## config.mk

```make
export PLATFORM = sky130hd
export DESIGN_NAME = alu_wb_stage
export DESIGN_NICKNAME = d
export VERILOG_FILES = /design/src/rtl/alu_pkg.sv /design/src/rtl/alu_skid_buf.sv /design/src/rtl/alu_wb_stage.sv
export SDC_FILE = /design/constraint.sdc
export NUM_CORES = 1
export LEC_CHECK = 0
export BUFFER_PORTS_ARGS = -buffer_cell sky130_fd_sc_hd__buf_2
export CAP_MARGIN = 25
export CORE_ASPECT_RATIO = 0.9
export CORE_UTILIZATION = 58
export CTS_BUF_LIST = sky130_fd_sc_hd__clkbuf_2 sky130_fd_sc_hd__clkbuf_4 sky130_fd_sc_hd__clkbuf_8
export CTS_CLUSTER_DIAMETER = 80
export CTS_CLUSTER_SIZE = 8
export DETAILED_ROUTE_END_ITERATION = 6
export PLACE_DENSITY = 0.87
export SETUP_SLACK_MARGIN = 0.1
export SLEW_MARGIN = 20
export SYNTH_ARGS = -nofsm -noshare
export SYNTH_HDL_FRONTEND = slang
export SYNTH_SLANG_ARGS = --single-unit
```

## constraint.sdc

```tcl
create_clock -name clk -period 2.5 [get_ports clk]
set_input_delay 0.25 -clock clk [delete_from_list [all_inputs] [get_ports clk]]
set_output_delay 0.25 -clock clk [all_outputs]
set_load 0.005 [all_outputs]
```

## src/rtl/alu_pkg.sv

```systemverilog
// Shared constants for the ALU writeback stage: op codes, flag bit positions,
// default widths and the packed entry width helper.
package alu_pkg;

  localparam int DW_DEF    = 32;
  localparam int RW_DEF    = 5;
  localparam int CNT_W_DEF = 16;

  localparam logic [3:0] OP_ADD = 4'b0000;
  localparam logic [3:0] OP_SUB = 4'b0001;
  localparam logic [3:0] OP_XOR = 4'b1000;
  localparam logic [3:0] OP_OR  = 4'b1100;
  localparam logic [3:0] OP_AND = 4'b1110;

  localparam int FLAG_Z = 3;
  localparam int FLAG_C = 2;
  localparam int FLAG_N = 1;
  localparam int FLAG_V = 0;

  // Entry layout: {g, zcnv, gsel, rd, setf}
  localparam int ENTRY_W = DW_DEF + 4 + 4 + RW_DEF + 1;

  function automatic int entry_width(input int dw, input int rw);
    return dw + 4 + 4 + rw + 1;
  endfunction

  // Only ADD/SUB produce a meaningful signed-overflow V flag.
  function automatic logic is_arith(input logic [3:0] gsel);
    return (gsel == OP_ADD) || (gsel == OP_SUB);
  endfunction

endpackage

```

## src/rtl/alu_skid_buf.sv

```systemverilog
// Generic 2-entry valid/ready buffer. The head entry is held in a register so
// the output is glitch-free, appears one cycle after the push, and keeps the
// last popped value while the buffer is empty.
module alu_skid_buf #(
  parameter int W = 8
) (
  input  logic         clk,
  input  logic         rst,
  input  logic         in_valid,
  output logic         in_ready,
  input  logic [W-1:0] in_data,
  output logic         out_valid,
  input  logic         out_ready,
  output logic [W-1:0] out_data
);

  logic [W-1:0] mem [2];
  logic         wr_ptr;
  logic         rd_ptr;
  logic [1:0]   count;
  logic [W-1:0] head_q;

  logic         push;
  logic         pop;
  logic [1:0]   count_nxt;
  logic         rd_ptr_nxt;
  logic [W-1:0] head_nxt;

  // Ready and valid come straight from registered occupancy.
  assign in_ready  = (count != 2'd2);
  assign out_valid = (count != 2'd0);
  assign out_data  = head_q;

  assign push = in_valid & in_ready;
  assign pop  = out_valid & out_ready;

  // Next occupancy, read pointer and head entry. When the new head slot is the
  // one being written this cycle, forward the incoming data directly.
  always_comb begin
    count_nxt  = count;
    rd_ptr_nxt = rd_ptr ^ pop;
    head_nxt   = head_q;
    case ({push, pop})
      2'b10:   count_nxt = count + 2'd1;
      2'b01:   count_nxt = count - 2'd1;
      default: count_nxt = count;
    endcase
    if (count_nxt != 2'd0) begin
      if (push && (rd_ptr_nxt == wr_ptr)) head_nxt = in_data;
      else                                 head_nxt = mem[rd_ptr_nxt];
    end
  end

  // Storage slots; contents are irrelevant until written, so no reset.
  always_ff @(posedge clk) begin
    if (push) mem[wr_ptr] <= in_data;
  end

  // Pointer, occupancy and head register; reset discards in-flight entries.
  always_ff @(posedge clk) begin
    if (rst) begin
      wr_ptr <= 1'b0;
      rd_ptr <= 1'b0;
      count  <= 2'd0;
      head_q <= '0;
    end else begin
      wr_ptr <= wr_ptr ^ push;
      rd_ptr <= rd_ptr_nxt;
      count  <= count_nxt;
      head_q <= head_nxt;
    end
  end

endmodule

```

## src/rtl/alu_wb_stage.sv

```systemverilog
// Writeback/commit stage behind the ALU: buffers results in a 2-entry skid
// buffer, commits them in order to the register file, and on commit updates
// the architectural ZCNV register and a saturating signed-overflow counter.
module alu_wb_stage
  import alu_pkg::*;
#(
  parameter int DW    = DW_DEF,
  parameter int RW    = RW_DEF,
  parameter int CNT_W = CNT_W_DEF
) (
  input  logic             clk,
  input  logic             rst,
  input  logic             in_valid,
  output logic             in_ready,
  input  logic [DW-1:0]    in_g,
  input  logic [3:0]       in_zcnv,
  input  logic [3:0]       in_gsel,
  input  logic [RW-1:0]    in_rd,
  input  logic             in_setf,
  output logic             wb_valid,
  input  logic             wb_ready,
  output logic [DW-1:0]    wb_data,
  output logic [RW-1:0]    wb_rd,
  output logic [3:0]       flags_q,
  output logic [CNT_W-1:0] ovf_cnt,
  input  logic             clr_stats
);

  localparam int EW = entry_width(DW, RW);
  localparam logic [CNT_W-1:0] CNT_MAX = '1;

  logic [EW-1:0] in_entry;
  logic [EW-1:0] head_entry;
  logic [3:0]    head_zcnv;
  logic [3:0]    head_gsel;
  logic          head_setf;
  logic          pop;
  logic          ovf_inc;

  assign in_entry = {in_g, in_zcnv, in_gsel, in_rd, in_setf};
  assign {wb_data, head_zcnv, head_gsel, wb_rd, head_setf} = head_entry;

  alu_skid_buf #(.W(EW)) u_buf (
    .clk       (clk),
    .rst       (rst),
    .in_valid  (in_valid),
    .in_ready  (in_ready),
    .in_data   (in_entry),
    .out_valid (wb_valid),
    .out_ready (wb_ready),
    .out_data  (head_entry)
  );

  assign pop = wb_valid & wb_ready;

  // Logical ops can leave V set as an ALU artefact; only ADD/SUB count.
  assign ovf_inc = pop & head_setf & head_zcnv[FLAG_V] & is_arith(head_gsel);

  // Architectural flags follow the committing entry when it sets flags.
  always_ff @(posedge clk) begin
    if (rst)                  flags_q <= 4'b0000;
    else if (pop & head_setf) flags_q <= head_zcnv;
  end

  // Overflow event counter: clear wins over increment, saturates at all-ones.
  always_ff @(posedge clk) begin
    if (rst)                                ovf_cnt <= '0;
    else if (clr_stats)                     ovf_cnt <= '0;
    else if (ovf_inc && ovf_cnt != CNT_MAX) ovf_cnt <= ovf_cnt + 1'b1;
  end

endmodule
```

==> flow_summary.ini <==
[global_route]
grt_max_degree = 91
overflow = 0
grt_usage_pct = 27.2
grt_first_pass_wirelength_um = 23800
antenna_found_initial = 0
first_global_vias = 4966

[worst_setup_path]
setup.worst_path.end_class = flop
worstSetupStartpointType = flop
worst-r2r-setup-slack_ns = 0.29
arrival_ns = 2.59
path_class = reg2reg
critPathMaxFanout = 45
required_ns = 2.88

[synth]
synth_flop_cell = edfxtp_1
asyncSetResetFlopFracSynth_pct = 0
postSynthAreaPerCell_um2 = 10.6
ys_ff_latch = 159
ys_seq_area_share_pct = 62.7
ys_warn_count = 0
syn_area_mm2 = 0.00652
synthCells = 615
post_synth_num_cell_types = 40
synthesis.nets = 670
synth_edf_count = 90

[die]
die_h_um = 103
die_w_um = 114
io_pins = 110
coreArea_mm2 = 0.0109
die_area_mm2 = 0.0117
start_util_pct = 59.8
rows = 36

[timing]
drv_slew = 0
skew_ns = 0.0105
worst_slack_ns = 0.290
worst_slew_pin_slew_ns = 0.823
timing.setup.tns_ns = 0
period_minus_slack_ns = 2.21
fmax_mhz = 452
setup_violations = 0
fin_crit_sh_pct = 88.4
rsz0062_at_grt = false
relSlewSlack_pct = 44.7
finalHoldViolations = 0

[hold_path]
min_path_type = in2reg

[drt]
vias = 4885
wire_per_inst_um = 16.8
drt_iter0_drc = 351
first_pass_iters = 6
wirelength_um = 15000
post-route-drc-count = 0
ant_nets = 0
viasPerCell = 5.48

[clock_network]
clock-sinks = 159
cts_setup_buffers = 0
cts-buffers-inserted = 17
clk_latency_ns = 0.45
clk_pin_slew_ns = 0.08
cts-root-buf = clkbuf_8
htree_levels = 4
clockBufferDepth = 2
tritoncts = yes

[placed_design]
place_congestion = 0.839
io_buffers = 108
post-place-ws_ns = 0.152
dp_hpwl_um = 8560
placed_area_mm2 = 0.00693
dp_cells = 815

[final_layout]
area_growth_pct = 20.0
fillers = 761
final_area_mm2 = 0.00782
register_area_mm2 = 0.00409
nets = 782
post-route-util_pct = 71.8
fin_cells = 892
drive_above_1_share_pct = 21.8
multi_input_area_mm2 = 0.00201
n_antenna_cell = 0

[job]
cap_violations = 0

[power_and_ir_drop]
cellPowerDensity_mw_per_mm2 = 1040
leakage_uw = 0.00312
max-vdd-ir-drop_uv = 712

[outcome]
outcome = finished, final reports clean
## repair_timing
action                                 CTS  global route
hold buffers                            45             0
endpoints found under the hold margin   90             0
setup endpoints to repair                0            45
resized for setup                        0             3
## power by group
part / total [uW] / switching, uW / internal [uW]
clock network: 1970 / 905 / 1070
registers: 3540 / 239 / 3300
logic: 2610 / 1580 / 1030
total: 8120 / 2720 / 5390
## per-stage QoR
step / total power (uW) / hold WS (ns)
6_report: 8120 / 0.0670
5_1_grt: 8590 / 0.0477
4_1_cts: 8100 / 0.0416
3_5_place_dp: 6080 / 0.437
3_3_place_gp: 5920 / 0.432
2_1_floorplan: 5520 / 0.349
## metal layers
layer | wire length, um | vias up | global-route usage, %
li1 | - | 2329 | -
met1 | 6030 | 2344 | 30.8
met2 | 7810 | 189 | 48.9
met3 | 849 | 23 | 7.23
met4 | 257 | 0 | 12.0
met5 | 0 | - | 0
## Yosys cell counts, drive strengths merged, types with 2 or more instances
library cell | count | area share, %
xor2 | 2 | 0.56
o21ai | 93 | 7.1
xnor2 | 13 | 1.9
a21oi | 7 | 0.54
nand2 | 144 | 8.3
nand4 | 4 | 0.38
nor3b | 2 | 0.23
nor2 | 20 | 1.2
buf | 46 | 5.5
ha | 4 | 0.77
nor3 | 9 | 0.69
a31oi | 2 | 0.19
nand3 | 12 | 0.92
nor4b | 3 | 0.40
inv | 5 | 0.29
edfxtp | 90 | 41
dfxtp | 69 | 21
nor2b | 3 | 0.29
or2 | 2 | 0.19
mux2i | 2 | 0.31
and3 | 47 | 4.5
nor4 | 3 | 0.38
clkbuf | 23 | 1.4
## cells in the final DEF, fill, tap and decap left out, types with 4 or more instances in the layout
| cell | synthesis | layout |
|---|---|---|
| and3_1 | 47 | 47 |
| nand4_1 | 4 | 4 |
| o21ai_1 | 75 | 75 |
| dlygate4sd3_1 | 0 | 45 |
| clkbuf_8 | 0 | 20 |
| buf_2 | 0 | 108 |
| nor3_1 | 9 | 9 |
| xnor2_1 | 12 | 12 |
| inv_1 | 5 | 5 |
| a21oi_1 | 7 | 7 |
| dfxtp_1 | 69 | 68 |
| nor2_1 | 20 | 19 |
| nand3_1 | 12 | 12 |
| edfxtp_1 | 90 | 90 |
| buf_4 | 38 | 6 |
| o21ai_0 | 18 | 18 |
| clkinv_2 | 0 | 5 |
| nand2_1 | 144 | 144 |
## layout make-up
cell class,count,area share (%)
multi-input combinational,382,25.7
sequential,159,52.2
clock inverter,11,1.76
inverter,5,0.240
timing repair buffer,162,14.0
clock buffer,21,3.62
tap,152,2.43
## registers in the layout (all words and copies together) (netlist names)
signal and cells:
u_buf.mem 90, u_buf.out_data 45, ovf_cnt 16, flags_q 4
u_buf.count 2, u_buf.rd_ptr 1, u_buf.wr_ptr 1
## cells by family after synthesis
group / count (synthesis) / synth area share, %
AOI/OAI and AO/OA: 107 / 8.49
xor gates and xnor gates: 15 / 2.42
adders and majority gates: 4 / 0.768
buffers and inverters: 74 / 7.22
DFF: 159 / 62.7
muxes: 3 / 0.537
and+or+nand+nor: 253 / 17.9
## worst paths after layout
check / cells past startpoint / end / start
worst min register to register: 2 / u_buf.out_data[21] / u_buf.out_data[21]
worst max-delay path: 9 / u_buf.out_data[2] / u_buf.count[0]
worst max register to register: 9 / u_buf.out_data[2] / u_buf.count[0]
worst min-delay path: 3 / ovf_cnt[10] / clr_stats
## critical path, cell delays in order, from the launching register on
cell and delay (ns):
dfxtp_2 0.39, nand2b_1 0.18, nand2_1 0.10, ha_1 0.37, nor2b_1 0.09, a22oi_2 0.24, nor2b_4 0.22, buf_12 0.23
o21ai_0 0.13, o21ai_0 0.18
Note: power is estimated with default switching activity, not from simulation.
